$ cat config.mk
export PLATFORM = sky130hd
export DESIGN_NAME = uart_rx
export DESIGN_NICKNAME = d
export VERILOG_FILES = /design/src/rtl/uart_pkg.sv /design/src/rtl/uart_sync2.sv /design/src/rtl/uart_rx.sv
export SDC_FILE = /design/constraint.sdc
export NUM_CORES = 1
export LEC_CHECK = 0
export ABC_CLOCK_PERIOD_IN_PS = 2600
export CAP_MARGIN = 20
export CORE_AREA = 2 2 63 65
export DETAILED_ROUTE_END_ITERATION = 10
export DIE_AREA = 0 0 65 67
export HOLD_SLACK_MARGIN = 0.12
export PLACE_DENSITY_LB_ADDON = 0.1
export SYNTH_ARGS = -nofsm -noshare
export SYNTH_HDL_FRONTEND = slang
export SYNTH_SLANG_ARGS = --single-unit
$ cat constraint.sdc
create_clock -name clk_i -period 2.6 [get_ports clk_i]
set_input_delay 0.39 -clock clk_i [delete_from_list [all_inputs] [get_ports clk_i]]
set_output_delay 0.39 -clock clk_i [all_outputs]
set_load 0.05 [all_outputs]
$ cat src/rtl/uart_pkg.sv
// Shared UART definitions: FSM state encoding (common to uart_tx and uart_rx),
// data width and the bit-period helper.
package uart_pkg;

  localparam int UART_DATA_BITS = 8;

  typedef enum logic [2:0] {
    ST_IDLE   = 3'd0,
    ST_START  = 3'd1,
    ST_DATA   = 3'd2,
    ST_PARITY = 3'd3,
    ST_STOP   = 3'd4,
    ST_BREAK  = 3'd5
  } uart_state_e;

  // Clock cycles per serial bit, truncated.
  function automatic int clks_per_bit(input int clk_hz, input int baud);
    return clk_hz / baud;
  endfunction

endpackage

$ cat src/rtl/uart_sync2.sv
// Two-flop synchroniser for a single asynchronous input, with a selectable
// reset value so an idle-high line does not look like an edge after reset.
module uart_sync2 #(
  parameter logic RST_VAL = 1'b1
) (
  input  logic clk_i,
  input  logic nreset_i,
  input  logic d_i,
  output logic q_o
);

  logic meta_q;
  logic sync_q;

  // Shift the asynchronous input through two flops.
  always_ff @(posedge clk_i or negedge nreset_i) begin
    if (!nreset_i) begin
      meta_q <= RST_VAL;
      sync_q <= RST_VAL;
    end else begin
      meta_q <= d_i;
      sync_q <= meta_q;
    end
  end

  assign q_o = sync_q;

endmodule

$ cat src/rtl/uart_rx.sv
// UART receiver, 8N1 by default. Define UART_RX_PARITY_EN for 8E1 framing
// with parity checking (parity_err_o is tied low otherwise).
// Output is a single-entry valid/ready holding register; a byte completed
// while the previous one is still unaccepted is dropped and flagged.
import uart_pkg::*;

module uart_rx #(
  parameter int CLK_FREQ_HZ = 100_000_000,
  parameter int BAUD_RATE   = 9600
) (
  input  logic                      clk_i,
  input  logic                      nreset_i,
  input  logic                      rx_i,
  output logic [UART_DATA_BITS-1:0] rx_data_o,
  output logic                      valid_o,
  input  logic                      ready_i,
  output logic                      frame_err_o,
  output logic                      overrun_o,
  output logic                      parity_err_o
);

  // CPB must be at least 4 so the half-bit wait is non-zero.
  localparam int CPB   = clks_per_bit(CLK_FREQ_HZ, BAUD_RATE);
  localparam int CNT_W = $clog2(CPB);
  localparam logic [CNT_W-1:0] CNT_FULL = CNT_W'(CPB - 1);
  localparam logic [CNT_W-1:0] CNT_HALF = CNT_W'(CPB / 2 - 1);
  localparam logic [CNT_W-1:0] CNT_ONE  = CNT_W'(1);
  localparam logic [2:0]       BIT_LAST = 3'(UART_DATA_BITS - 1);

  logic                      rx_s;
  uart_state_e               state_q;
  logic [CNT_W-1:0]          cnt_q;
  logic [2:0]                bit_q;
  logic [UART_DATA_BITS-1:0] shift_q;
  logic [UART_DATA_BITS-1:0] data_q;
  logic                      valid_q;
  logic                      ferr_q;
  logic                      ovr_q;
  logic                      xfer;
  logic                      frame_ok;
`ifdef UART_RX_PARITY_EN
  logic                      par_bad_q;
  logic                      perr_q;
`endif

  uart_sync2 #(.RST_VAL(1'b1)) u_sync (
    .clk_i   (clk_i),
    .nreset_i(nreset_i),
    .d_i     (rx_i),
    .q_o     (rx_s)
  );

  assign xfer = valid_q & ready_i;

`ifdef UART_RX_PARITY_EN
  assign frame_ok = rx_s & ~par_bad_q;
`else
  assign frame_ok = rx_s;
`endif

  // Receive FSM with bit timing, shift register and registered outputs.
  always_ff @(posedge clk_i or negedge nreset_i) begin
    if (!nreset_i) begin
      state_q   <= ST_IDLE;
      cnt_q     <= '0;
      bit_q     <= '0;
      shift_q   <= '0;
      data_q    <= '0;
      valid_q   <= 1'b0;
      ferr_q    <= 1'b0;
      ovr_q     <= 1'b0;
`ifdef UART_RX_PARITY_EN
      par_bad_q <= 1'b0;
      perr_q    <= 1'b0;
`endif
    end else begin
      ferr_q <= 1'b0;
      ovr_q  <= 1'b0;
`ifdef UART_RX_PARITY_EN
      perr_q <= 1'b0;
`endif
      // A commit later in this block overrides this clear.
      if (xfer) valid_q <= 1'b0;

      case (state_q)
        ST_IDLE: begin
          if (!rx_s) begin
            cnt_q   <= '0;
            bit_q   <= '0;
            state_q <= ST_START;
          end
        end
        ST_START: begin
          if (cnt_q == CNT_HALF) begin
            cnt_q   <= '0;
            state_q <= rx_s ? ST_IDLE : ST_DATA;
          end else begin
            cnt_q <= cnt_q + CNT_ONE;
          end
        end
        ST_DATA: begin
          if (cnt_q == CNT_FULL) begin
            cnt_q          <= '0;
            shift_q[bit_q] <= rx_s;
            bit_q          <= bit_q + 3'd1;
            if (bit_q == BIT_LAST) begin
`ifdef UART_RX_PARITY_EN
              state_q <= ST_PARITY;
`else
              state_q <= ST_STOP;
`endif
            end
          end else begin
            cnt_q <= cnt_q + CNT_ONE;
          end
        end
`ifdef UART_RX_PARITY_EN
        ST_PARITY: begin
          if (cnt_q == CNT_FULL) begin
            cnt_q     <= '0;
            par_bad_q <= (^shift_q) != rx_s;
            state_q   <= ST_STOP;
          end else begin
            cnt_q <= cnt_q + CNT_ONE;
          end
        end
`endif
        ST_STOP: begin
          if (cnt_q == CNT_FULL) begin
            cnt_q <= '0;
            // Return to IDLE at mid-stop so a back-to-back start edge is seen.
            state_q <= rx_s ? ST_IDLE : ST_BREAK;
            if (!rx_s) ferr_q <= 1'b1;
`ifdef UART_RX_PARITY_EN
            if (par_bad_q) perr_q <= 1'b1;
`endif
            if (frame_ok) begin
              if (!valid_q || ready_i) begin
                data_q  <= shift_q;
                valid_q <= 1'b1;
              end else begin
                ovr_q <= 1'b1;
              end
            end
          end else begin
            cnt_q <= cnt_q + CNT_ONE;
          end
        end
        ST_BREAK: begin
          if (rx_s) state_q <= ST_IDLE;
        end
        default: state_q <= ST_IDLE;
      endcase
    end
  end

  assign rx_data_o   = data_q;
  assign valid_o     = valid_q;
  assign frame_err_o = ferr_q;
  assign overrun_o   = ovr_q;
`ifdef UART_RX_PARITY_EN
  assign parity_err_o = perr_q;
`else
  assign parity_err_o = 1'b0;
`endif

endmodule

==> results of run 1 <==
==> final timing paths <==
| kind | startpoint | endpoint | slack, ns | depth (start not counted) |
|---|---|---|---|---|
| max reg2reg | cnt_q[6]$_DFFE_PN0P_ | shift_q[6]$_DFFE_PN0P_ | 0.24 | 5 |
| min | nreset_i | rx_data_o[0]$_DFFE_PN0P_ | 0.22 | 1 |
| max in group asynchronous | nreset_i | cnt_q[10]$_DFFE_PN0P_ | 1.82 | 1 |
| min reg2reg | u_sync.meta_q$_DFF_PN1_ | u_sync.q_o$_DFF_PN1_ | 0.36 | 0 |
| max | cnt_q[6]$_DFFE_PN0P_ | shift_q[6]$_DFFE_PN0P_ | 0.24 | 5 |
| min in group clk_i | u_sync.meta_q$_DFF_PN1_ | u_sync.q_o$_DFF_PN1_ | 0.36 | 0 |
==> cell families after synthesis <==
logic type	share of synthesized area
buffers and inverters	0.0333
other	0.00185
xor gates and xnor gates	0.0216
AOI/OAI and AO/OA	0.0906
and+or+nand+nor	0.213
adders and majority gates	0.0234
DFF	0.506
muxes	0.110
==> area by class of cell <==
type	count	area [um^2]	area share
Tap cell	48	60.1	0.0262
Multi-Input combinational cell	130	935	0.408
Sequential cell	41	1030	0.449
Clock buffer	7	96.3	0.0421
Timing Repair Buffer	16	150	0.0656
Inverter	4	15.0	0.00656
Clock inverter	1	5.00	0.00219
==> synthesized netlist by cell type (all sizes together) (3+ instances only) <==
library cell  number
dfrtp             39
mux2              19
nand2             13
nand3             11
o21ai             10
a21oi              7
and3               6
nor4               6
clkbuf             5
nor2               5
nor3               5
buf                4
inv                4
nand2b             4
ha                 3
nand4              3
or2                3
or3                3
or3b               3
xor2               3
==> routing by layer <==
metal  wire length [um]  share of wire
met5                  0              0
met4                 51          0.014
met3                124          0.034
met2               1900           0.52
met1               1580           0.43
==> state kept, by name, indices dropped and copies added, names as in the netlist <==
register,count
rx_data_o,8
u_sync.q_o,1
frame_err_o,1
bit_q,3
cnt_q,14
state_q,3
shift_q,8
valid_o,1
overrun_o,1
u_sync.meta_q,1
==> worst max-delay path: stages (launching register included) <==
cell     delay (ns)
dfrtp_1        0.44
or3b_4         0.43
nor4_4         0.44
nand2_2        0.23
nor4b_1        0.34
mux2_2         0.37
==> power by group <==
group,switching [uW],internal (uW),total [uW]
combinational,15.3,4.09,19.3
clock,207,240,447
sequential,3.43,640,644
total,226,884,1110
==> stage by stage <==
stage | std cells | util | total power [uW] | hold WS (ns) | area, um^2
5_1_grt | 247 | 0.635 | 1170 | 0.291 | 2290
3_5_place_dp | 239 | 0.607 | 677 | 0.352 | 2190
6_report | 247 | 0.635 | 1110 | 0.222 | 2290
2_1_floorplan | 184 | - | 661 | 0.0944 | 2030
3_3_place_gp | 239 | 0.607 | 676 | 0.346 | 2190
4_1_cts | 247 | 0.635 | 1120 | 0.252 | 2290
==> results.json, run 1 <==
{
  "firstDrtPassIters": 5,
  "dpl_worst_slack_ns": 0.237,
  "synth_area_leaders": "dfrtp_1, mux2_2, nand3_1",
  "relSlewSlack": 0.398,
  "hold_viol": 0,
  "clk_latency_ns": 0.29,
  "outcome": "complete, no violations",
  "drc": 0,
  "drv_slew": 0,
  "final_layout_size_suffix_gt1_frac": 0.201,
  "yosys.cell_types.count": 46,
  "die_x_um": 65,
  "fill_cells": 305,
  "n_antenna_cell": 0,
  "ios": 16,
  "vias_per_cell": 5.87,
  "antenna_found_initial": 0,
  "postSynthCellCount": 184,
  "p_leak_uw": 0.00103,
  "core_um2": 3610,
  "start_kind": "flip-flop",
  "htree_num_levels": 2,
  "final_cell_mix": "dfrtp_1, mux2_2, clkdlybuf4s50_1, nand2_1, nand3_1",
  "die_h_um": 67,
  "worst_pin_slew_ns": 0.900,
  "yosys_warnings": 0,
  "grt_max_degree": 42,
  "critPathKind": "flip-flop to flip-flop",
  "required_ns": 2.77,
  "ant_nets": 0,
  "hold_buffers": 0,
  "numCtsBuffers": 5,
  "netlist_area_um2": 2030,
  "fmax_mhz": 423,
  "post_cts_resized": 0,
  "endpoint_kind": "flip-flop",
  "post-route-min-period_ns": 2.36,
  "synth-edff-count": 0,
  "wl_mm": 3.65,
  "start_util": 0.563,
  "fin_crit_sh": 0.910,
  "ir_worst_vdd_mv": 0.309,
  "vias": 1449,
  "fin_ws_ns": 0.235,
  "cp.arrival_ns": 2.54,
  "yosys.area.top_type": "dfrtp_1",
  "synth_top_area_share": 0.481,
  "ys_ff_latch": 41,
  "setup_viol": 0,
  "io_buffers": 14,
  "path_clk_slew_ns": 0.07,
  "rsz0062_at_grt": "false",
  "track_usage": 0.192,
  "gp_congestion": 0.812,
  "avgSynthCellArea_um2": 11.0,
  "cts_max_path_buffers": 2,
  "num_rows": 22,
  "cts_setup_buffers": 0,
  "drt-wirelength-per-cell_um": 14.8,
  "dp_hpwl_mm": 2.51,
  "fin_setup_tns_ns": 0,
  "synth-main-ff-cell": "dfrtp_1",
  "crit_fanout": 12,
  "root_buffer": "clkbuf_8",
  "hold_path.class": "primary input to asynchronous set/reset pin",
  "first_global_vias": 1430,
  "final_nets": 205,
  "synthArstFlopShare": 1.00,
  "syn2layout_area_growth_pct": 12.8,
  "grt_pass1_wl_mm": 6.32,
  "grt_most_used_layer": "met2",
  "gr-total-overflow": 0,
  "p_per_area_nw_per_um2": 485,
  "cts_sinks": 41,
  "final_common_cell": "dfrtp_1",
  "met1_usage": 0.220,
  "die_area_um2": 4360,
  "drv_cap": 0,
  "fin_skew_ns": 0.00507,
  "met2_usage": 0.339,
  "met3_usage": 0.0507,
  "first_iter_violations": 129,
  "cts_tree": "done",
  "synth_fp_nets": 191,
  "seq_area_frac_synth": 0.506
}
No activity file was read; power rests on OpenSTA's default activity.
==> run 2, diff against run 1 <==
--- a/config.mk
+++ b/config.mk
@@ -7,11 +7,12 @@
 export LEC_CHECK = 0
 export ABC_CLOCK_PERIOD_IN_PS = 2600
 export CAP_MARGIN = 20
-export CORE_AREA = 2 2 63 65
+export CORE_AREA = 2 2 76 56
 export DETAILED_ROUTE_END_ITERATION = 10
-export DIE_AREA = 0 0 65 67
+export DIE_AREA = 0 0 78 58
 export HOLD_SLACK_MARGIN = 0.12
 export PLACE_DENSITY_LB_ADDON = 0.1
 export SYNTH_ARGS = -nofsm -noshare
 export SYNTH_HDL_FRONTEND = slang
+export SYNTH_HIERARCHICAL = 1
 export SYNTH_SLANG_ARGS = --single-unit
==> results.json, run 2 <==
{
  "outcome": "complete, no violations",
  "path_clk_slew_ns": 0.08,
  "setup_viol": 0,
  "rsz0062_at_grt": "false",
  "post-route-min-period_ns": 2.49,
  "synth_top_area_share": 0.469,
  "hold_viol": 0,
  "placed_area_um2": 2290,
  "io_buffers": 14,
  "netlist_area_um2": 2080,
  "yosys_warnings": 6,
  "yosys.area.top_type": "dfrtp_1",
  "combPwrFrac": 0.019,
  "final_cell_mix": "dfrtp_1, nor2_1, nand2_1, o21ai_0, mux2_2",
  "gp_congestion": 0.902,
  "p_leak_uw": 0.00104,
  "dp_hpwl_mm": 3.22,
  "synthTopCellsByCount": "dfrtp_1, mux2_2, nand2_1, nor2_1, o21ai_0",
  "fmax_mhz": 402,
  "design_area_um2": 2420,
  "synth_fp_nets": 212,
  "worst_pin_slew_ns": 0.897,
  "cts_max_path_buffers": 2,
  "clk_latency_ns": 0.29,
  "final_nets": 230,
  "yosysMostFrequentCell": "dfrtp_1",
  "fill_cells": 320,
  "seqPwrFrac": 0.590,
  "die_x_um": 78,
  "final_common_cell": "dfrtp_1",
  "hold_path.class": "primary input to asynchronous set/reset pin",
  "first_iter_violations": 218,
  "start_util": 0.547,
  "cp.arrival_ns": 2.67,
  "avgSynthCellArea_um2": 10.1,
  "p_clk_frac": 0.391,
  "crit_chain": "or4b_1, or4_4, nor4b_4, buf_4, mux2_2",
  "cts_sinks": 41,
  "firstDrtPassIters": 4,
  "final_layout_size_suffix_gt1_frac": 0.201,
  "hold_buffers": 0,
  "yosys.cell_types.count": 44,
  "switchingPower_uw": 231,
  "ant_nets": 0,
  "seq_area_frac_synth": 0.494,
  "die_h_um": 58,
  "top_register": "cnt_q",
  "post_cts_resized": 0,
  "grt_pass1_wl_mm": 7.86,
  "start_kind": "flip-flop",
  "drc": 0,
  "ios": 16,
  "slowest_delay_ns": 0.56,
  "endpoint_kind": "flip-flop",
  "fin_setup_tns_ns": 0,
  "vias_per_cell": 5.99,
  "synth-edff-count": 0,
  "p_int_uw": 860,
  "gr-total-overflow": 0,
  "largest_reg_flops": 14,
  "antenna_found_initial": 0,
  "drv_slew": 0,
  "root_buffer": "clkbuf_8",
  "crit_fanout": 8,
  "n_antenna_cell": 0,
  "reg2reg_depth": 5,
  "p_per_area_nw_per_um2": 451,
  "critPathKind": "flip-flop to flip-flop",
  "syn2layout_area_growth_pct": 16.1,
  "ir_worst_vdd_mv": 0.373,
  "fin_skew_ns": 0.00941,
  "worst_path_max_delay_cell": "or4_4",
  "grt_max_degree": 42,
  "drv_cap": 0,
  "die_area_um2": 4520,
  "synth-main-ff-cell": "dfrtp_1",
  "vias": 1654,
  "htree_num_levels": 2,
  "first_global_vias": 1619,
  "num_rows": 19,
  "wl_mm": 4.56,
  "synthArstFlopShare": 1.00,
  "numCtsBuffers": 5,
  "ys_ff_latch": 41,
  "cts_tree": "done",
  "track_usage": 0.225,
  "fin_crit_sh": 0.956,
  "synth_area_leaders": "dfrtp_1, mux2_2, o21ai_0",
  "cts_setup_buffers": 0,
  "drt-wirelength-per-cell_um": 16.5,
  "required_ns": 2.78,
  "core_um2": 3800,
  "postSynthCellCount": 205,
  "swShare": 0.212,
  "relSlewSlack": 0.402
}
run 2: cell count changes after synthesis, sizes merged, moves of 3 or more:
cell,previous run,this run
a22o,2,5
a31oi,2,6
and3,6,3
clkbuf,5,9
mux2,19,16
nand2,13,16
nor2,5,16
o21ai,10,16
xor2,3,0
run 2: worst paths after layout:
| check | startpoint | end | slack [ns] |
|---|---|---|---|
| worst max-delay path | cnt_q[6]$_DFFE_PN0P_ | rx_data_o[2]$_DFFE_PN0P_ | 0.11 |
| worst min-delay path | nreset_i | cnt_q[11]$_DFFE_PN0P_ | 0.22 |
| worst max register to register | cnt_q[6]$_DFFE_PN0P_ | rx_data_o[2]$_DFFE_PN0P_ | 0.11 |
| worst min register to register | u_sync/meta_q$_DFF_PN1_ | u_sync/q_o$_DFF_PN1_ | 0.36 |
| max in group asynchronous | nreset_i | valid_o$_DFF_PN0_ | 1.83 |
| min in group clk_i | u_sync/meta_q$_DFF_PN1_ | u_sync/q_o$_DFF_PN1_ | 0.36 |
run 2: layout make-up:
class / instances / area [um^2] / area share
Inverter: 3 / 11.3 / 0.00466
Sequential cell: 41 / 1030 / 0.426
Clock inverter: 1 / 7.51 / 0.00311
Clock buffer: 7 / 86.3 / 0.0357
Tap cell: 52 / 65.1 / 0.0269
Timing Repair Buffer: 22 / 195 / 0.0808
Multi-Input combinational cell: 150 / 1020 / 0.423
run 2: logic make-up after synthesis:
family / share of synthesized area
other cells: 0.00180
xor+xnor: 0.00842
simple gates: 0.223
compound gates: 0.140
buf+inv: 0.0277
flops: 0.494
mux: 0.0866
fa+ha+maj: 0.0180
run 2: power by group through the flow:
stage          sequential (uW)  combinational [uW]  clock (uW)
2_1_floorplan              653                8.22           0
3_3_place_gp               656                21.9           0
3_5_place_dp               656                21.9           0
4_1_cts                    643                22.0         440
5_1_grt                    644                24.6         469
6_report                   643                21.1         426
run 2: critical path: cells and delay by family (launching register included):
family	cells	cell delay [ns]
AND/OR/NAND/NOR	3	1.37
multiplexers	1	0.35
flip-flops	1	0.42
buffers and inverters	1	0.22
run 2: metrics by stage:
step | std cells | util | hold WS, ns | setup slack, ns | power [uW]
2_1_floorplan | 205 | - | 0.0944 | 0.178 | 662
3_3_place_gp | 268 | 0.603 | 0.346 | 0.0652 | 677
3_5_place_dp | 268 | 0.603 | 0.354 | 0.0265 | 678
4_1_cts | 276 | 0.628 | 0.241 | 0.0203 | 1110
5_1_grt | 276 | 0.635 | 0.296 | 0.0239 | 1140
6_report | 276 | 0.635 | 0.221 | 0.114 | 1090
run 2: per-layer routing:
metal / routed length [um] / up-vias / part of all wire / global-route usage
met2: 2020 / 55 / 0.44 / 0.321
met3: 285 / 5 / 0.063 / 0.0514
met5: 0 / - / 0 / 0
met1: 2220 / 808 / 0.49 / 0.342
met4: 27 / 0 / 0.0059 / 0.0752
li1: - / 786 / - / -
==> run 3, diff against run 2 <==
--- a/config.mk
+++ b/config.mk
@@ -10,6 +10,7 @@
 export CORE_AREA = 2 2 76 56
 export DETAILED_ROUTE_END_ITERATION = 10
 export DIE_AREA = 0 0 78 58
+export GPL_TIMING_DRIVEN = 1
 export HOLD_SLACK_MARGIN = 0.12
 export PLACE_DENSITY_LB_ADDON = 0.1
 export SYNTH_ARGS = -nofsm -noshare
==> results of run 3 <==
The final DEF is identical to that of run 2; final timing and power are the same.
